===== src/rtl/stego_pkg.sv =====
// Shared definitions for the FIFO write arbiter: state encoding,
// default widths and a small width helper.
package stego_pkg;

  localparam int DEF_NUM_REQ   = 4;
  localparam int DEF_FF_WIDTH  = 8;
  localparam int DEF_MAX_BURST = 4;

  // Burst counter width; wide enough for the largest burst cap (255).
  localparam int CNT_W = 8;

  typedef enum logic {
    ST_IDLE  = 1'b0,
    ST_BURST = 1'b1
  } arb_state_e;

  // Width of a requester index; never narrower than one bit.
  function automatic int ptr_width(input int n);
    return (n <= 2) ? 1 : $clog2(n);
  endfunction

endpackage


===== src/rtl/fifo_wr_arbiter_rr_select.sv =====
// Round-robin priority search: returns the one-hot position of the first
// set request bit found searching upward from ptr, wrapping around.
module rr_select
  import stego_pkg::*;
#(
  parameter int NUM_REQ = DEF_NUM_REQ,
  parameter int PTR_W   = ptr_width(NUM_REQ)
) (
  input  logic [NUM_REQ-1:0] req,
  input  logic [PTR_W-1:0]   ptr,
  output logic [NUM_REQ-1:0] sel
);

  // Walk the requesters starting at ptr and keep only the first hit.
  always_comb begin
    logic             found;
    logic [PTR_W-1:0] idx;
    sel   = '0;
    found = 1'b0;
    idx   = '0;
    for (int off = 0; off < NUM_REQ; off++) begin
      idx = PTR_W'((int'(ptr) + off) % NUM_REQ);
      if (!found && req[idx]) begin
        sel[idx] = 1'b1;
        found    = 1'b1;
      end
    end
  end

endmodule


===== src/rtl/fifo_wr_arbiter.sv =====
// Shares one FIFO write port among NUM_REQ requesters. A requester is
// granted a burst of up to MAX_BURST words (or until its last word) and the
// round-robin pointer moves past it when the burst ends. Transfers stall
// while the FIFO reports full; nothing is dropped.
module fifo_wr_arbiter
  import stego_pkg::*;
#(
  parameter int NUM_REQ   = DEF_NUM_REQ,
  parameter int FF_WIDTH  = DEF_FF_WIDTH,
  parameter int MAX_BURST = DEF_MAX_BURST
) (
  input  logic                         clk,
  input  logic                         rst_n,
  input  logic [NUM_REQ-1:0]           req_valid,
  input  logic [NUM_REQ*FF_WIDTH-1:0]  req_data,
  input  logic [NUM_REQ-1:0]           req_last,
  output logic [NUM_REQ-1:0]           req_ready,
  output logic [NUM_REQ-1:0]           grant,
  output logic                         ff_wren,
  output logic [FF_WIDTH-1:0]          ff_din,
  input  logic                         ff_full
);

  localparam int               PTR_W    = ptr_width(NUM_REQ);
  localparam logic [CNT_W-1:0] MAX_CNT  = CNT_W'(MAX_BURST);
  localparam logic [PTR_W-1:0] LAST_IDX = PTR_W'(NUM_REQ - 1);

  arb_state_e          state_q, state_d;
  logic [NUM_REQ-1:0]  grant_q, grant_d;
  logic [PTR_W-1:0]    rr_ptr_q, rr_ptr_d;
  logic [CNT_W-1:0]    cnt_q, cnt_d;

  logic [NUM_REQ-1:0]  sel;
  logic [PTR_W-1:0]    g_idx;
  logic [FF_WIDTH-1:0] g_data;
  logic                g_valid;
  logic                g_last;
  logic [CNT_W-1:0]    cnt_inc;
  logic                xfer;
  logic                burst_done;

  rr_select #(
    .NUM_REQ (NUM_REQ),
    .PTR_W   (PTR_W)
  ) u_rr_select (
    .req (req_valid),
    .ptr (rr_ptr_q),
    .sel (sel)
  );

  // Pick out the granted requester's index and lane; all zero when idle.
  always_comb begin
    g_idx   = '0;
    g_data  = '0;
    g_valid = 1'b0;
    g_last  = 1'b0;
    for (int i = 0; i < NUM_REQ; i++) begin
      if (grant_q[i]) begin
        g_idx   = PTR_W'(i);
        g_data  = req_data[i*FF_WIDTH +: FF_WIDTH];
        g_valid = req_valid[i];
        g_last  = req_last[i];
      end
    end
  end

  // A word moves when the owner presents one and the FIFO has room; the
  // burst closes on the owner's last word or when the cap is reached.
  always_comb begin
    cnt_inc    = cnt_q + CNT_W'(1);
    xfer       = (state_q == ST_BURST) && g_valid && !ff_full;
    burst_done = xfer && (g_last || (cnt_inc >= MAX_CNT));
  end

  // State register plus grant, pointer and burst count.
  always_ff @(posedge clk) begin
    if (!rst_n) begin
      state_q  <= ST_IDLE;
      grant_q  <= '0;
      rr_ptr_q <= '0;
      cnt_q    <= '0;
    end else begin
      state_q  <= state_d;
      grant_q  <= grant_d;
      rr_ptr_q <= rr_ptr_d;
      cnt_q    <= cnt_d;
    end
  end

  // Next-state logic: leave IDLE on any request, leave BURST when it closes.
  always_comb begin
    state_d = state_q;
    case (state_q)
      ST_IDLE:  if (|req_valid) state_d = ST_BURST;
      ST_BURST: if (burst_done) state_d = ST_IDLE;
      default:  state_d = ST_IDLE;
    endcase
  end

  // Grant, pointer and counter updates; everything holds while stalled.
  always_comb begin
    grant_d  = grant_q;
    rr_ptr_d = rr_ptr_q;
    cnt_d    = cnt_q;
    if (state_q == ST_IDLE) begin
      grant_d = (|req_valid) ? sel : '0;
      cnt_d   = '0;
    end else begin
      if (xfer && (cnt_q != MAX_CNT)) cnt_d = cnt_inc;
      if (burst_done) begin
        grant_d  = '0;
        rr_ptr_d = (g_idx == LAST_IDX) ? '0 : g_idx + PTR_W'(1);
      end
    end
  end

  // Output logic: the write port follows the owner, ready mirrors grant.
  always_comb begin
    grant     = grant_q;
    ff_wren   = xfer;
    ff_din    = (|grant_q) ? g_data : '0;
    req_ready = ff_full ? '0 : grant_q;
  end

endmodule

===== config.mk =====
export PLATFORM = sky130hd
export DESIGN_NAME = fifo_wr_arbiter
export DESIGN_NICKNAME = d
export VERILOG_FILES = /design/src/rtl/stego_pkg.sv /design/src/rtl/fifo_wr_arbiter_rr_select.sv /design/src/rtl/fifo_wr_arbiter.sv
export SDC_FILE = /design/constraint.sdc
export NUM_CORES = 1
export LEC_CHECK = 0
export BUFFER_PORTS_ARGS = -buffer_cell sky130_fd_sc_hd__buf_2
export CAP_MARGIN = 10
export CORE_MARGIN = 4
export CORE_UTILIZATION = 45
export CTS_CLUSTER_DIAMETER = 80
export DETAILED_ROUTE_END_ITERATION = 12
export GPL_ROUTABILITY_DRIVEN = 0
export GPL_TIMING_DRIVEN = 0
export PLACE_DENSITY = 0.77
export SYNTH_ARGS = -nofsm -noshare
export SYNTH_HDL_FRONTEND = slang
export SYNTH_HIERARCHICAL = 1
export SYNTH_SLANG_ARGS = --single-unit

===== constraint.sdc =====
create_clock -name clk -period 3.25 [get_ports clk]
set_clock_uncertainty 0.2 [all_clocks]
set_input_delay 0.325 -clock clk [delete_from_list [all_inputs] [get_ports clk]]
set_output_delay 0.325 -clock clk [all_outputs]
set_load 0.03 [all_outputs]

==> results of run 1 <==
## state kept, by name, summed over array words and instances (netlist names)
name,cells
cnt_q,8
grant,4
state_q,1
rr_ptr_q,2
## layout make-up
type                    instances  area (um2)  area share (%)
inverters                      10        37.5            2.03
plain buffers                  10        55.1            2.98
multi-input cells             145        1080            58.6
well taps                      44        55.1            2.98
flip-flops and latches         15         300            16.3
repair buffers                 58         290            15.7
clock buffers                   4        26.3            1.42
## power by group
| group | switching (W) | internal [W] |
|---|---|---|
| sequential | 0.0000111 | 0.000190 |
| clock | 0.0000613 | 0.0000477 |
| combinational | 0.000139 | 0.0000980 |
## routing by layer
layer	up-vias	global-route usage (%)	routed length, um
li1	795	-	-
met1	715	23.9	1700
met2	88	32.6	1740
met5	-	0	0
met3	4	4.79	452
met4	0	4.92	38
## through the flow
stage                     utilization [%]  setup WS [ns]  cells  area, um2  hold WS [ns]
after global routing                 59.5          0.328    286       1850         0.233
after detailed placement             58.6          0.582    282       1820         0.325
after floorplan                         -          0.842    180       1470         0.278
after global placement               58.6          0.595    282       1820         0.311
after CTS                            59.5          0.562    286       1850         0.206
final                                59.5          0.567    286       1850         0.219
## worst max path at each step
stage / startpoint / endpoint / slack (ns) / cells past startpoint
after floorplan: rr_ptr_q[0]$_SDFFE_PN0P_ / grant[3]$_SDFFE_PN0P_ / 0.84 / 9
after global placement: rr_ptr_q[0]$_SDFFE_PN0P_ / grant[3]$_SDFFE_PN0P_ / 0.60 / 9
after detailed placement: rr_ptr_q[0]$_SDFFE_PN0P_ / grant[3]$_SDFFE_PN0P_ / 0.58 / 9
after CTS: rr_ptr_q[0]$_SDFFE_PN0P_ / grant[3]$_SDFFE_PN0P_ / 0.56 / 9
after global routing: rr_ptr_q[0]$_SDFFE_PN0P_ / grant[3]$_SDFFE_PN0P_ / 0.33 / 9
final: rr_ptr_q[0]$_SDFFE_PN0P_ / grant[3]$_SDFFE_PN0P_ / 0.57 / 9
## worst register-to-register path, cell delays in order, from the launching register on
cell and delay [ns]:
dfxtp_1 0.55, inv_1 0.14, ha_1 0.34, mux4_2 0.39, nor4b_4 0.37, nand2_1 0.10
o211ai_1 0.11, nor2b_1 0.16, nor4b_1 0.06, nor3b_1 0.18
## placed cells by master (no fill, tap or decap), types with 2 or more instances in the layout
cell type,count
a21o_2,4
clkbuf_1,6
buf_2,60
ha_1,8
and2_1,2
nand2_1,23
nand3_1,4
or3_1,3
inv_1,8
buf_6,2
o21ai_1,2
nor4b_4,2
a21oi_1,9
xnor2_1,3
o21ai_0,17
nor2_1,11
nand4_1,5
nor3b_1,3
dfxtp_1,15
o211ai_1,4
mux2i_1,2
mux4_2,2
a32o_2,3
mux4_1,2
nor2b_1,6
clkbuf_4,3
a221o_1,9
xor2_1,3
## logic make-up after synthesis
logic type,Yosys count,share of synthesized area (%)
mux,6,7.98
xor+xnor,6,3.57
compound gates,57,29.0
simple gates,68,26.0
fa+ha+maj,8,6.79
buf+inv,20,6.28
flops,15,20.4
==> results.sh, run 1 <==
export IMPL_status="complete, no violations"
export IMPL_synth_cells=180
export IMPL_peakVddDrop_mv=0.149
export IMPL_hold_viol=0
export IMPL_worstSetupPathType="flop to flop"
export IMPL_synth_area_leaders="dfxtp_1 20%, ha_1 6.8%, a221o_1 6.1%"
export IMPL_path_clk_slew_ns=0.09
export IMPL_synth_most_common_cell="nand2_1"
export IMPL_io_pins=60
export IMPL_die_area_um2=4250
export IMPL_cts_hold_buffers=0
export IMPL_synthArstFlopShare_pct=0
export IMPL_rows=20
export IMPL_finalMaxSlewViolations=0
export IMPL_detail_route_wl_per_cell_um=13.7
export IMPL_hp_start="rst_n"
export IMPL_synth_fp_nets=231
export IMPL_cts_buffers=3
export IMPL_max_stage_delay_ns=0.55
export IMPL_rsz0062_at_grt="false"
export IMPL_drcViolationCount=0
export IMPL_synth_top_area_share_pct=20.4
export IMPL_fmax_ghz=0.373
export IMPL_worst_slew_pin_slew_ns=0.446
export IMPL_cp_start_kind="flop"
export IMPL_vias=1602
export IMPL_finalSetupViolCount=0
export IMPL_syn_to_final_growth_pct=25.2
export IMPL_portBuffers=58
export IMPL_crit_family="simple AND/OR/NAND/NOR gates"
export IMPL_r2r_end="grant[3]$_SDFFE_PN0P_"
export IMPL_detail_route_antenna_nets=0
export IMPL_syn_cell_area_um2=1470
export IMPL_worst_ep_required_time_ns=3.26
export IMPL_htreeDepth=1
export IMPL_path_cells="inv_1 > ha_1 > mux4_2 > nor4b_4 > nand2_1 > o211ai_1 > nor2b_1 > nor4b_1 > nor3b_1"
export IMPL_drt_iter0_markers=100
export IMPL_grt_ovfl_total=0
export IMPL_r2r_setup_slack_ns=0.57
export IMPL_coreArea_um2=3100
export IMPL_dr_pass1_iters=4
export IMPL_ys_types=48
export IMPL_slew_headroom_pct=70.2
export IMPL_clock_latency_ns=0.28
export IMPL_netlist_top_cell_by_area="dfxtp_1"
export IMPL_yosys_top_cells_count="23 x nand2_1, 17 x o21ai_0, 15 x dfxtp_1"
export IMPL_min_delay_path_class="input port to flop"
export IMPL_dp_hpwl_um=3120
export IMPL_cp_end_kind="flop"
export IMPL_period_needed_ns=2.68
export IMPL_yosysWarnings=6
export IMPL_crit_fanout=9
export IMPL_cts_tree="built"
export IMPL_drive_above_1_share_pct=33.9
export IMPL_cpMaxStageDelayCell="dfxtp_1"
export IMPL_ys_ff_latch=15
export IMPL_drv_cap=0
export IMPL_cts_setup_buffers=0
export IMPL_worstReg2RegStart="rr_ptr_q[0]$_SDFFE_PN0P_"
export IMPL_final_setup_tns_ns=0
export IMPL_synth_ff_type="dfxtp_1"
export IMPL_n_antenna_cell=0
export IMPL_period_share_pct=82.6
export IMPL_die_w_um=65.2
export IMPL_holdPathEnd="state_q$_SDFF_PN0_"
export IMPL_postSynthAreaPerCell_um2=8.19
export IMPL_routed_wl_um=3930
export IMPL_gr_usage_all_layers_pct=19.1
export IMPL_nNetsFinal=294
export IMPL_ctsResizeCount=0
export IMPL_routed_via_density=5.60
export IMPL_synth_edff_count=0
export IMPL_powerDensity_nw_per_um2=296
export IMPL_die_h_um=65.2
export IMPL_fill_cells=309
export IMPL_grt_start_max_net_pins=11
export IMPL_p_leak_nw=0.799
export IMPL_initial_core_util_pct=47.5
export IMPL_worstPathArrival_ns=2.69
export IMPL_grt_pass1_vias=1423
export IMPL_antenna_found_initial=0
export IMPL_rr_worst_depth=9
export IMPL_seq_area_frac_synth_pct=20.4
export IMPL_clock_path_buffers=2
export IMPL_numClockSinks=15
export IMPL_power_w=0.000547
export IMPL_root_buffer="clkbuf_4"
export IMPL_grt_pass1_wl_um=6550
export IMPL_hold_path_depth=2
export IMPL_worst_path_buf_inv=1
(Power assumes the default switching activity.)
==> inputs of run 2 (changes only) <==
==> constraint.sdc (replaced) <==
create_clock -name clk -period 2.5 [get_ports clk]
set_clock_uncertainty 0.2 [all_clocks]
set_input_delay 0.25 -clock clk [delete_from_list [all_inputs] [get_ports clk]]
set_output_delay 0.25 -clock clk [all_outputs]
set_load 0.03 [all_outputs]
==> results.sh, run 2 (synthesis results as in run 1) <==
export IMPL_slew_headroom_pct=70.2
export IMPL_switchingPower_w=0.000279
export IMPL_power_w=0.000718
export IMPL_grt_pass1_wl_um=6540
export IMPL_period_needed_ns=2.39
export IMPL_detail_route_antenna_nets=0
export IMPL_fmax_ghz=0.418
export IMPL_worst_ep_required_time_ns=2.51
export IMPL_root_buffer="clkbuf_4"
export IMPL_status="complete, no violations"
export IMPL_path_cells="inv_1 > ha_1 > mux4_2 > nor4b_4 > nand2_1 > o211ai_1 > nor2b_1 > nor4b_1 > nor3b_1"
export IMPL_initial_core_util_pct=47.5
export IMPL_hold_viol=0
export IMPL_finalSetupViolCount=0
export IMPL_cpMaxStageDelayCell="dfxtp_4"
export IMPL_final_setup_tns_ns=0
export IMPL_routed_wl_um=4150
export IMPL_post_dp_cell_area_um2=1820
export IMPL_path_clk_slew_ns=0.09
export IMPL_numClockSinks=15
export IMPL_cp_end_kind="flop"
export IMPL_hold_ws_ns=0.137
export IMPL_finalMaxSlewViolations=0
export IMPL_die_w_um=65.2
export IMPL_grt_pass1_vias=1423
export IMPL_n_antenna_cell=0
export IMPL_worst_slew_pin_slew_ns=0.447
export IMPL_coreArea_um2=3100
export IMPL_final_cell_mix="60 x buf_2, 23 x nand2_1, 17 x o21ai_0"
export IMPL_drv_cap=0
export IMPL_peakVddDrop_mv=0.172
export IMPL_top_register="cnt_q"
export IMPL_crit_fanout=5
export IMPL_drive_above_1_share_pct=37.2
export IMPL_rows=20
export IMPL_antenna_found_initial=0
export IMPL_portBuffers=58
export IMPL_worstPathArrival_ns=2.40
export IMPL_p_seq_share_pct=36.1
export IMPL_grt_ovfl_total=0
export IMPL_gr_usage_all_layers_pct=19.1
export IMPL_max_stage_delay_ns=0.38
export IMPL_power_frac_clock_pct=20.0
export IMPL_largest_register_ffs=8
export IMPL_cts_hold_buffers=0
export IMPL_drt_iter0_markers=87
export IMPL_fin_cells=294
export IMPL_vias=1641
export IMPL_io_pins=60
export IMPL_dr_pass1_iters=4
export IMPL_htreeDepth=1
export IMPL_drcViolationCount=0
export IMPL_powerDensity_nw_per_um2=375
export IMPL_power_frac_comb_pct=43.9
export IMPL_fin_area_um2=1920
export IMPL_clock_latency_ns=0.28
export IMPL_routed_via_density=5.58
export IMPL_worst_path_buf_inv=1
export IMPL_cts_buffers=3
export IMPL_clock_path_buffers=2
export IMPL_min_delay_path_class="input port to flop"
export IMPL_worstSetupPathType="flop to flop"
export IMPL_cp_start_kind="flop"
export IMPL_die_area_um2=4250
export IMPL_dp_hpwl_um=3120
export IMPL_grt_start_max_net_pins=11
export IMPL_place_inst=282
export IMPL_p_leak_nw=0.840
export IMPL_crit_family="simple AND/OR/NAND/NOR gates"
export IMPL_die_h_um=65.2
export IMPL_power_switching_share_pct=38.8
export IMPL_p_int_w=0.000439
export IMPL_nNetsFinal=302
export IMPL_layout_commonest_cell="buf_2"
export IMPL_cts_tree="built"
export IMPL_syn_to_final_growth_pct=30.0
export IMPL_detail_route_wl_per_cell_um=14.1
export IMPL_period_share_pct=95.6
[run 2: changes by cell type in the layout (fill, tap and decap cells not counted)]
cell     before  now
buf_4         0    8
dfxtp_1      15   13
dfxtp_4       0    2
ha_1          8    7
ha_2          0    1
[run 2: cell type report]
cell class	count	area, um2
clock buffers	4	26.3
multi-input cells	145	1080
plain buffers	10	55.1
well taps	44	55.1
inverters	10	37.5
flip-flops and latches	15	308
fillers	294	1190
repair buffers	66	350
[run 2: what timing repair did]
item	in CTS	in global routing
gates resized for setup	3	2
endpoints found under the setup margin	1	2
buffers inserted	0	8
pin swaps	0	1
[run 2: routing by layer]
layer  share of wire [%]  vias up  global-route usage, %
met2                  45       84                   32.6
met3                  11        6                   4.79
met5                   0        -                      0
met4                 1.4        0                   4.92
li1                    -      817                      -
met1                  42      734                   23.8
[run 2: worst paths after layout]
path / start / to / slack, ns / cells after the start
max: rr_ptr_q[0]$_SDFFE_PN0P_ / grant[3]$_SDFFE_PN0P_ / 0.11 / 9
min: rst_n / rr_ptr_q[1]$_SDFFE_PN0P_ / 0.14 / 3
max reg2reg: rr_ptr_q[0]$_SDFFE_PN0P_ / grant[3]$_SDFFE_PN0P_ / 0.11 / 9
min reg2reg: cnt_q[1]$_SDFFE_PN0P_ / cnt_q[1]$_SDFFE_PN0P_ / 0.35 / 2
[run 2: power groups by stage]
stage | registers [W] | logic, W | clock network, W
after floorplan | 0.000274 | 0.000202 | 0
after global placement | 0.000267 | 0.000306 | 0
after detailed placement | 0.000267 | 0.000308 | 0
after CTS | 0.000261 | 0.000309 | 0.000143
after global routing | 0.000261 | 0.000341 | 0.000154
final | 0.000259 | 0.000315 | 0.000144
[run 2: worst reg2reg max path: stages, from the launching register on]
cell and delay, ns:
dfxtp_4 0.38, inv_1 0.07, ha_1 0.32, mux4_2 0.38, nor4b_4 0.32, nand2_1 0.09
o211ai_1 0.14, nor2b_1 0.18, nor4b_1 0.06, nor3b_1 0.18
[run 2: metrics by stage]
| stage | worst slack [ns] | utilization, % |
|---|---|---|
| final | 0.109 | 61.7 |
| after global routing | -0.0177 | 61.7 |
| after CTS | 0.0236 | 59.6 |
| after detailed placement | -0.168 | 58.6 |
| after global placement | -0.155 | 58.6 |
| after floorplan | 0.0922 | - |
